<file path="src/rtl/pipeline_run_controller.sv">
// Run/step/drain sequencer for the 5-stage MIPS debug front-end: loads program
// words from a byte stream, gates the pipeline enable and reports HALT completion.
module pipeline_run_controller #(
  parameter int              SIZE         = 32,
  parameter int              ADDR_WIDTH   = 6,
  parameter logic [SIZE-1:0] HALT_WORD    = 32'hFFFFFFFF,
  parameter int              DRAIN_CYCLES = 4
) (
  input  logic                  i_clk,
  input  logic                  i_rst,
  input  logic                  i_cmd_valid,
  input  logic [2:0]            i_cmd,
  input  logic [ADDR_WIDTH:0]   i_load_count,
  input  logic                  i_byte_valid,
  input  logic [7:0]            i_byte,
  input  logic [SIZE-1:0]       i_if_id_instr,
  input  logic [SIZE-1:0]       i_pc,
  input  logic                  i_bp_en,
  input  logic [SIZE-1:0]       i_bp_pc,
  output logic                  o_pipe_en,
  output logic                  o_prog_reset,
  output logic                  o_inst_write_enable,
  output logic [ADDR_WIDTH-1:0] o_write_addr,
  output logic [SIZE-1:0]       o_write_data,
  output logic                  o_cmd_ready,
  output logic                  o_done,
  output logic [2:0]            o_state,
  output logic [31:0]           o_cycle_count
);

  localparam logic [2:0] S_IDLE  = 3'd0;
  localparam logic [2:0] S_LOAD  = 3'd1;
  localparam logic [2:0] S_RUN   = 3'd2;
  localparam logic [2:0] S_STEP  = 3'd3;
  localparam logic [2:0] S_DRAIN = 3'd4;
  localparam logic [2:0] S_DONE  = 3'd5;

  localparam logic [2:0] C_LOAD       = 3'd1;
  localparam logic [2:0] C_RUN        = 3'd2;
  localparam logic [2:0] C_STEP       = 3'd3;
  localparam logic [2:0] C_HALT       = 3'd4;
  localparam logic [2:0] C_PROG_RESET = 3'd5;

  localparam logic [7:0] DRAIN_INIT = 8'(DRAIN_CYCLES);

  logic [2:0]            r_state;
  logic                  r_first_run;
  logic [7:0]            r_drain_cnt;
  logic [ADDR_WIDTH:0]   r_words_left;
  logic [ADDR_WIDTH-1:0] r_addr;
  logic [1:0]            r_byte_cnt;
  logic [SIZE-9:0]       r_shift;
  logic                  r_we;
  logic [ADDR_WIDTH-1:0] r_waddr;
  logic [SIZE-1:0]       r_wdata;
  logic                  r_prog_reset;
  logic [31:0]           r_cycle_count;

  logic w_ready;
  logic w_accept;
  logic w_halt_cmd;
  logic w_halt_word;
  logic w_bp_hit;
  logic w_pipe_en;

  assign w_ready     = (r_state == S_IDLE) || (r_state == S_DONE);
  assign w_accept    = i_cmd_valid && w_ready;
  assign w_halt_cmd  = i_cmd_valid && (i_cmd == C_HALT) &&
                       ((r_state == S_RUN) || (r_state == S_STEP) || (r_state == S_DRAIN));
  assign w_halt_word = (i_if_id_instr == HALT_WORD);
  // First RUN cycle ignores the breakpoint so a resume from the stop PC advances.
  assign w_bp_hit    = (r_state == S_RUN) && i_bp_en && (i_pc == i_bp_pc) && !r_first_run;
  assign w_pipe_en   = (r_state == S_STEP) || (r_state == S_DRAIN) ||
                       ((r_state == S_RUN) && (!w_bp_hit || w_halt_word));

  always_ff @(posedge i_clk) begin
    if (i_rst) begin
      r_state       <= S_IDLE;
      r_first_run   <= 1'b0;
      r_drain_cnt   <= '0;
      r_words_left  <= '0;
      r_addr        <= '0;
      r_byte_cnt    <= '0;
      r_shift       <= '0;
      r_we          <= 1'b0;
      r_waddr       <= '0;
      r_wdata       <= '0;
      r_prog_reset  <= 1'b0;
      r_cycle_count <= '0;
    end else begin
      r_we         <= 1'b0;
      r_prog_reset <= 1'b0;
      if (w_pipe_en && (r_cycle_count != '1)) r_cycle_count <= r_cycle_count + 32'd1;

      case (r_state)
        S_IDLE, S_DONE: begin
          if (w_accept) begin
            case (i_cmd)
              C_LOAD: begin
                r_state      <= (i_load_count == '0) ? S_IDLE : S_LOAD;
                r_words_left <= i_load_count;
                r_addr       <= '0;
                r_byte_cnt   <= '0;
              end
              C_RUN: if (r_state == S_IDLE) begin
                r_state     <= S_RUN;
                r_first_run <= 1'b1;
              end
              C_STEP: if (r_state == S_IDLE) r_state <= S_STEP;
              C_PROG_RESET: begin
                r_prog_reset  <= 1'b1;
                r_cycle_count <= '0;
                r_state       <= S_IDLE;
              end
              default: ;
            endcase
          end
        end
        S_LOAD: begin
          // Last word's strobe is out this cycle: follow it with the PC reset pulse.
          if (r_we && (r_words_left == '0)) begin
            r_prog_reset  <= 1'b1;
            r_cycle_count <= '0;
            r_state       <= S_IDLE;
          end else if (i_byte_valid && (r_words_left != '0)) begin
            r_shift    <= {r_shift[SIZE-17:0], i_byte};
            r_byte_cnt <= r_byte_cnt + 2'd1;
            if (r_byte_cnt == 2'd3) begin
              r_we         <= 1'b1;
              r_waddr      <= r_addr;
              r_wdata      <= {r_shift, i_byte};
              r_addr       <= r_addr + 1'b1;
              r_words_left <= r_words_left - 1'b1;
            end
          end
        end
        S_RUN: begin
          r_first_run <= 1'b0;
          if (w_halt_cmd) begin
            r_state <= S_IDLE;
          end else if (w_halt_word) begin
            r_state     <= S_DRAIN;
            r_drain_cnt <= DRAIN_INIT;
          end else if (w_bp_hit) begin
            r_state <= S_IDLE;
          end
        end
        S_STEP: begin
          if (!w_halt_cmd && w_halt_word) begin
            r_state     <= S_DRAIN;
            r_drain_cnt <= DRAIN_INIT;
          end else begin
            r_state <= S_IDLE;
          end
        end
        S_DRAIN: begin
          if (w_halt_cmd) r_state <= S_IDLE;
          else if (r_drain_cnt <= 8'd1) r_state <= S_DONE;
          else r_drain_cnt <= r_drain_cnt - 8'd1;
        end
        default: r_state <= S_IDLE;
      endcase
    end
  end

  assign o_pipe_en           = w_pipe_en;
  assign o_prog_reset        = r_prog_reset;
  assign o_inst_write_enable = r_we;
  assign o_write_addr        = r_waddr;
  assign o_write_data        = r_wdata;
  assign o_cmd_ready         = w_ready;
  assign o_done              = (r_state == S_DONE);
  assign o_state             = r_state;
  assign o_cycle_count       = r_cycle_count;

endmodule

</file>
<file path="config.mk">
export PLATFORM = sky130hd
export DESIGN_NAME = pipeline_run_controller
export DESIGN_NICKNAME = d
export VERILOG_FILES = /design/src/rtl/pipeline_run_controller.sv
export SDC_FILE = /design/constraint.sdc
export NUM_CORES = 1
export LEC_CHECK = 0
export BUFFER_PORTS_ARGS = -buffer_cell sky130_fd_sc_hd__buf_2
export CORE_MARGIN = 2
export CORE_UTILIZATION = 54
export CTS_CLUSTER_SIZE = 10
export DETAILED_ROUTE_END_ITERATION = 16
export PLACE_DENSITY = 0.85
export SLEW_MARGIN = 30
export SYNTH_ARGS = -nofsm -noshare
export SYNTH_HDL_FRONTEND = slang
export SYNTH_SLANG_ARGS = --single-unit
</file>
<file path="constraint.sdc">
create_clock -name i_clk -period 5.3 [get_ports i_clk]
set_input_delay 1.59 -clock i_clk [delete_from_list [all_inputs] [get_ports i_clk]]
set_output_delay 1.59 -clock i_clk [all_outputs]
set_load 0.05 [all_outputs]
</file>
==> Implementation_results.wiki, run 1 <==
{| class="wikitable"
! Metric !! Value
|-
| Run status || finished clean
|-
| Final slew viol count || 0
|-
| Maximum clock path buffer count || 2
|-
| Slowest stage cell, crit path || sky130_fd_sc_hd__nor4_1
|-
| Clock latency on the worst-skew pair || between 0.5 and 0.6 ns
|-
| Number of failing hold endpoints at the final stage || 0
|-
| # setup viols final || 0
|-
| Sequential-to-total area share from yosys stat || 42.6%
|-
| Final routed wirelength across all metal layers || 15800 um
|-
| Total core area || 10400 sq um
|-
| Count of TritonRoute iterations in the first routing pass || 5
|-
| Filler cell count || between 800 and 900
|-
| Max VDD drop || 0.000246 V
|-
| Number of buffer cells added on primary ports || ~200
|-
| Cell taking the most area after synthesis || sky130_fd_sc_hd__dfxtp_1
|-
| Die H || about 110 um
|-
| Number of DRC markers in iteration 0 || slightly below 300
|-
| Fin Clk Skew || approximately 0.0068 ns
|-
| Path class of the lowest-slack min-delay path || flip-flop to flip-flop
|-
| Post-synthesis average cell area || a little under 8 sq um
|-
| Detailed-route vias per instance || about 5.5
|-
| Hold-fix buffer count after cts || 0
|-
| Net count of the mapped netlist || roughly 850
|-
| CTS clk-pin slew, worst paths || ~0.05 ns
|-
| Crit path capture type || output port
|-
| Required time of the worst setup path || 3.71 ns
|-
| H-tree levels || 4
|-
| Clock root buffer master || sky130_fd_sc_hd__clkbuf_8
|-
| Top FF cell, synth || sky130_fd_sc_hd__dfxtp_1
|-
| Least-Margin Pin Slew || slightly above 0.9 ns
|-
| Initial core utilization || between 50 and 60%
|-
| Initial antenna violation count || 1
|-
| Number of enable-type register cells in the synthesized netlist || 0
|-
| Area used by multi-input combinational logic || 3090 sq um
|-
| Net count, final || 1037
|-
| Cell chain of the critical path || buf_2 -> xnor2_1 -> o221ai_1 -> nor4_1 -> a41oi_2 -> nand2b_1 -> buf_2
|-
| Global-route wire length before repair || 25200 um
|-
| Worst stage delay on the critical path || 0.56 ns
|-
| Congestion Overflow GR || 0
|-
| TritonCTS clock tree || yes
|-
| Sequential cell area in the final layout || 2460 sq um
|-
| Post-CTS Setup Bufs || 0
|-
| All-Layer GR Usage || a little over a quarter
|-
| Final HPWL from detailed placement || 11100 um
|-
| Share of async-settable or async-resettable flops after synthesis || 0%
|-
| Area growth from synthesis to layout || 27.8%
|-
| Largest driver fanout on the critical path || 4
|-
| Num CTS Buffers || 17
|-
| Share of post-route cells with drive strength above 1 || about a quarter
|-
| Post-synth design cell area || roughly 5800 sq um
|-
| CP startpoint kind || input port
|-
| Number of distinct standard cells referenced by the synthesized netlist || between 50 and 60
|-
| Worst slack, placed || about 0.48 ns
|-
| Areal power density over the cells || about 340 nW/um^2
|-
| Overall via count from detail_route || between 5k and 6k
|-
| Worst max-slew margin expressed relative to the limit || between 30% and 40%
|-
| TritonCTS sink count || 123
|-
| Number of synthesized register bits || roughly 120
|-
| RePlAce Congestion || 0.884
|-
| Setup slack after layout || between 0.4 and 0.5 ns
|-
| DRC || 0
|-
| Share of the synthesized area in the top cell type || between 40% and 50%
|-
| Final cycle utilization of the critical path || about nine tenths
|-
| Average wire per standard cell || ~15 um
|-
| Vias in the first global route || roughly 5.5k
|-
| Endpoint arrival time on the critical path || between 3 and 4 ns
|-
| # rows || 37
|-
| Chip width || approximately 110 um
|-
| Setup Crit Path Kind || input port to output port
|-
| Post-DRT Antenna Nets || 0
|-
| Peak Freq || approximately 210 MHz
|-
| Yosys warning count || 0
|-
| Unrepaired setup endpoints after global routing || false
|-
| Fin crit period || ~4.8 ns
|-
| Pin count of the biggest net entering global routing || 85
|-
| Top-level I/O count || about 200
|-
| Setup Total Neg Slack || 0 ns
|-
| Max-capacitance violation count || 0
|-
| Gate Count Post-Synth || 728
|-
| Standby leakage power || between 2 and 3 nW
|-
| Most common cell on crit path || sky130_fd_sc_hd__buf_2
|-
| Number of gates given a new drive strength after cts || 0
|-
| Cell types occupying the most area after synthesis || sky130_fd_sc_hd__dfxtp_1, sky130_fd_sc_hd__nand2_1, sky130_fd_sc_hd__a21oi_1
|-
| Die Area || around 12000 sq um
|}
[synthesized netlist by cell type (all sizes together), types with 6 or more instances]
cell	n
or3	18
nand2	149
nor4	9
o21ai	30
o31ai	7
or4	8
and3	11
nand4	22
nor2b	7
inv	16
nand2b	14
xor2	10
clkbuf	27
ha	6
dfxtp	123
xnor2	33
nor3	7
and2	7
buf	10
nor2	41
nand3	26
a21oi	97
[flip-flops by register name, indices dropped and copies added (netlist names)]
register,flops
o_cycle_count,32
o_inst_write_enable,1
o_prog_reset,1
o_state,3
o_write_addr,6
o_write_data,32
r_addr,6
r_byte_cnt,2
r_drain_cnt,8
r_first_run,1
r_shift,24
r_words_left,7
[final timing paths]
kind                                 startpoint               to  slack [ns]  cells past startpoint
worst min-delay path            o_write_data[5]  o_write_data[5]        0.45                      2
worst min register to register  o_write_data[5]  o_write_data[5]        0.45                      2
worst max-delay path                i_bp_pc[25]        o_pipe_en        0.45                      7
worst max register to register       o_state[0]  r_words_left[0]        2.40                      6
[stage by stage]
step,cell area (sq um),total power [mW],std cells,utilization (%),hold WS (ns)
6_report,7380,2.48,1062,71.2,0.449
5_1_grt,7380,2.58,1062,71.2,0.471
3_5_place_dp,6810,1.38,1029,65.6,0.443
4_1_cts,7380,2.49,1061,71.2,0.451
3_3_place_gp,6800,1.38,1029,65.6,0.439
2_1_floorplan,5780,1.27,728,-,0.432
[layout by cell type (no fill, tap or decap), drive strengths merged, types with 3 or more instances in the layout]
master,count
ha,6
nor2,41
nor3,7
nand4,22
or3,18
nor3b,4
nand2b,14
and3,11
or2,4
buf,202
a21oi,97
a31oi,5
nor4,9
inv,19
xnor2,33
o31ai,7
or4,8
clkinv,4
clkbuf,20
a22oi,3
nand3,26
nand2,149
dfxtp,123
a211oi,5
nor2b,7
o21ai,30
o2111ai,4
clkinvlp,3
xor2,10
and2,7
[where the power goes]
| part | total [mW] | internal, mW | switching (mW) |
|---|---|---|---|
| logic | 0.401 | 0.130 | 0.271 |
| registers | 0.966 | 0.942 | 0.0247 |
| clock network | 1.11 | 0.686 | 0.425 |
| total | 2.48 | 1.76 | 0.721 |
[metal layers]
layer | routed length [um] | global-route usage [%]
met5 | 0 | 0
met4 | 408 | 10.4
met3 | 1320 | 7.63
met2 | 7960 | 48.5
met1 | 6110 | 30.7
[worst max-delay path: cells and delay by family]
kind            cells  cell delay, ns
compound gates      2            0.34
xor+xnor            1            0.13
buf+inv             2            0.35
simple gates        2            0.84
[final cells by class]
type	count	share of cell area (%)
tap	136	2.30
sequential	123	33.3
antenna	1	0.0339
multi-input combinational	552	41.8
timing repair buffer	202	13.9
inverter	16	0.813
clock inverter	12	1.90
clock buffer	20	5.90
[kinds of logic (layout without fill, tap and decap cells)]
| logic type | Yosys count | count (layout) | synth area share (%) |
|---|---|---|---|
| simple gates | 336 | 336 | 28.7 |
| compound gates | 165 | 165 | 16.5 |
| flops | 123 | 123 | 42.6 |
| buf+inv | 53 | 250 | 4.03 |
| xor+xnor | 43 | 43 | 6.52 |
| fa+ha+maj | 6 | 6 | 1.30 |
| mux | 2 | 2 | 0.346 |
| other cells | 0 | 1 | 0 |
(Power assumes the default switching activity.)
==> run 2, diff against run 1 <==
--- a/config.mk
+++ b/config.mk
@@ -11,7 +11,7 @@
 export CTS_CLUSTER_SIZE = 10
 export DETAILED_ROUTE_END_ITERATION = 16
 export PLACE_DENSITY = 0.85
-export SLEW_MARGIN = 30
+export RECOVER_POWER = 100
 export SYNTH_ARGS = -nofsm -noshare
 export SYNTH_HDL_FRONTEND = slang
 export SYNTH_SLANG_ARGS = --single-unit
==> constraint.sdc (replaced) <==
create_clock -name i_clk -period 5.3 [get_ports i_clk]
set_input_delay 0.265 -clock i_clk [delete_from_list [all_inputs] [get_ports i_clk]]
set_output_delay 0.265 -clock i_clk [all_outputs]
set_load 0.05 [all_outputs]
==> Implementation_results.wiki, run 2 (synthesized netlist as in run 1, its figures left out) <==
{| class="wikitable"
! Metric !! Value
|-
| Total core area || roughly 10000 sq um
|-
| Initial antenna violation count || 3
|-
| Number of failing hold endpoints at the final stage || 0
|-
| Average wire per standard cell || roughly 15 um
|-
| Worst slack, placed || about 2.4 ns
|-
| Max VDD drop || approximately 0.00024 V
|-
| Initial core utilization || between 50% and 60%
|-
| Fin crit period || ~4 ns
|-
| # setup viols final || 0
|-
| Chip width || 107 um
|-
| Num CTS Buffers || 17
|-
| Number of buffer cells added on primary ports || a little under 200
|-
| # rows || 37
|-
| Setup Crit Path Kind || flip-flop to flip-flop
|-
| Worst Hold Slack || about 0.029 ns
|-
| Placement-stage cell area || 6790 sq um
|-
| Max-capacitance violation count || 0
|-
| Area growth from synthesis to layout || 26.3%
|-
| CP startpoint kind || flip-flop
|-
| TritonCTS clock tree || yes
|-
| Final instance area || approximately 7300 sq um
|-
| Global-route wire length before repair || around 26000 um
|-
| Net count, final || between 1k and 1.5k
|-
| Die H || ~110 um
|-
| DRC || 0
|-
| Setup slack after layout || about 1.3 ns
|-
| Commonest non-fill, non-tap cell in the layout || sky130_fd_sc_hd__nand2_1
|-
| Die Area || about 12000 sq um
|-
| Overall via count from detail_route || around 6k
|-
| Final slew viol count || 0
|-
| TritonCTS sink count || between 100 and 150
|-
| Largest driver fanout on the critical path || 40
|-
| Share of post-route cells with drive strength above 1 || 17.2%
|-
| Post-DRT Antenna Nets || 0
|-
| Fin Clk Skew || ~0.013 ns
|-
| Vias in the first global route || around 5.4k
|-
| Top-level I/O count || just under 200
|-
| Maximum clock path buffer count || 2
|-
| Least-Margin Pin Slew || approximately 1.4 ns
|-
| Pin count of the biggest net entering global routing || between 80 and 90
|-
| Detailed-route vias per instance || approximately 5.6
|-
| Unrepaired setup endpoints after global routing || false
|-
| Number of DRC markers in iteration 0 || 301
|-
| Commonest cells after routing, fill and taps aside || sky130_fd_sc_hd__nand2_1, sky130_fd_sc_hd__dfxtp_1, sky130_fd_sc_hd__buf_2, sky130_fd_sc_hd__a21oi_1, sky130_fd_sc_hd__clkbuf_1
|-
| Utilization after layout || between 70% and 80%
|-
| Final cycle utilization of the critical path || around three quarters
|-
| Worst max-slew margin expressed relative to the limit || between 5 and 6%
|-
| RePlAce Congestion || around 0.86
|-
| Filler cell count || about 900
|-
| Setup Total Neg Slack || 0 ns
|-
| Standby leakage power || ~2.6 nW
|-
| Path class of the lowest-slack min-delay path || input port to flip-flop
|-
| Areal power density over the cells || about 330 nW/um^2
|-
| All-Layer GR Usage || 27.9%
|-
| Clock root buffer master || sky130_fd_sc_hd__clkbuf_8
|-
| Run status || finished clean
|-
| Clock latency on the worst-skew pair || 0.51 ns
|-
| Endpoint arrival time on the critical path || 4.41 ns
|-
| Count of TritonRoute iterations in the first routing pass || 7
|-
| H-tree levels || 4
|-
| Peak Freq || 251 MHz
|-
| Final HPWL from detailed placement || 11400 um
|-
| Final routed wirelength across all metal layers || around 17000 um
|-
| Post-CTS Setup Bufs || 0
|-
| Congestion Overflow GR || 0
|-
| CTS clk-pin slew, worst paths || roughly 0.060 ns
|-
| Crit path capture type || flip-flop
|-
| Required time of the worst setup path || 5.72 ns
|}
run 2: critical path, stage by stage (launching register included):
cell	delay, ns
sky130_fd_sc_hd__dfxtp_1	0.42
sky130_fd_sc_hd__nor3b_1	0.34
sky130_fd_sc_hd__nand4_1	0.19
sky130_fd_sc_hd__nor3_2	0.25
sky130_fd_sc_hd__a41oi_1	0.30
sky130_fd_sc_hd__o21ai_0	0.78
sky130_fd_sc_hd__clkbuf_1	1.10
sky130_fd_sc_hd__o21ai_0	0.32
sky130_fd_sc_hd__a21oi_1	0.21
run 2: worst paths after layout:
path                                       from                 to  slack (ns)  cells after the start
worst max register to register       o_state[2]  o_cycle_count[29]        1.31                      8
worst min-delay path                  i_byte[3]         r_shift[3]        0.03                      3
worst min register to register  o_write_addr[5]    o_write_addr[5]        0.45                      2
worst max-delay path                 o_state[2]  o_cycle_count[29]        1.31                      8
run 2: stage by stage:
step / cells / power (mW)
finish: 1069 / 2.43
global placement: 1027 / 1.37
detailed placement: 1027 / 1.37
floorplan: 728 / 1.27
CTS: 1066 / 2.45
global route: 1069 / 2.52
run 2: power breakdown:
group,leakage (nW),internal [mW],switching [mW]
Clock,0.268,0.632,0.447
Combinational,1.34,0.118,0.272
Sequential,0.991,0.941,0.0231
run 2: timing repair:
action / 4_1_cts / 5_1_grt
hold buffers: 7 / 0
setup endpoints to repair: 0 / 0
hold endpoints to repair: 10 / 0
resized for setup: 0 / 0
run 2: layout make-up:
cell class / instances / area, sq um / share of cell area [%]
Tap cell: 136 / 170 / 2.33
Timing Repair Buffer: 207 / 980 / 13.4
Clock buffer: 18 / 418 / 5.73
Multi-Input combinational cell: 552 / 3060 / 41.9
Antenna cell: 3 / 7.51 / 0.103
Clock inverter: 14 / 138 / 1.89
Inverter: 16 / 60.1 / 0.823
Sequential cell: 123 / 2460 / 33.8
run 2: per-layer routing:
| metal | GRT usage, % | routed length [um] | vias to the layer above |
|---|---|---|---|
| li1 | - | - | 2929 |
| met1 | 31.5 | 6420 | 2823 |
| met2 | 50.0 | 8600 | 244 |
| met3 | 7.14 | 1260 | 21 |
| met4 | 11.2 | 242 | 0 |
| met5 | 0 | 0 | - |
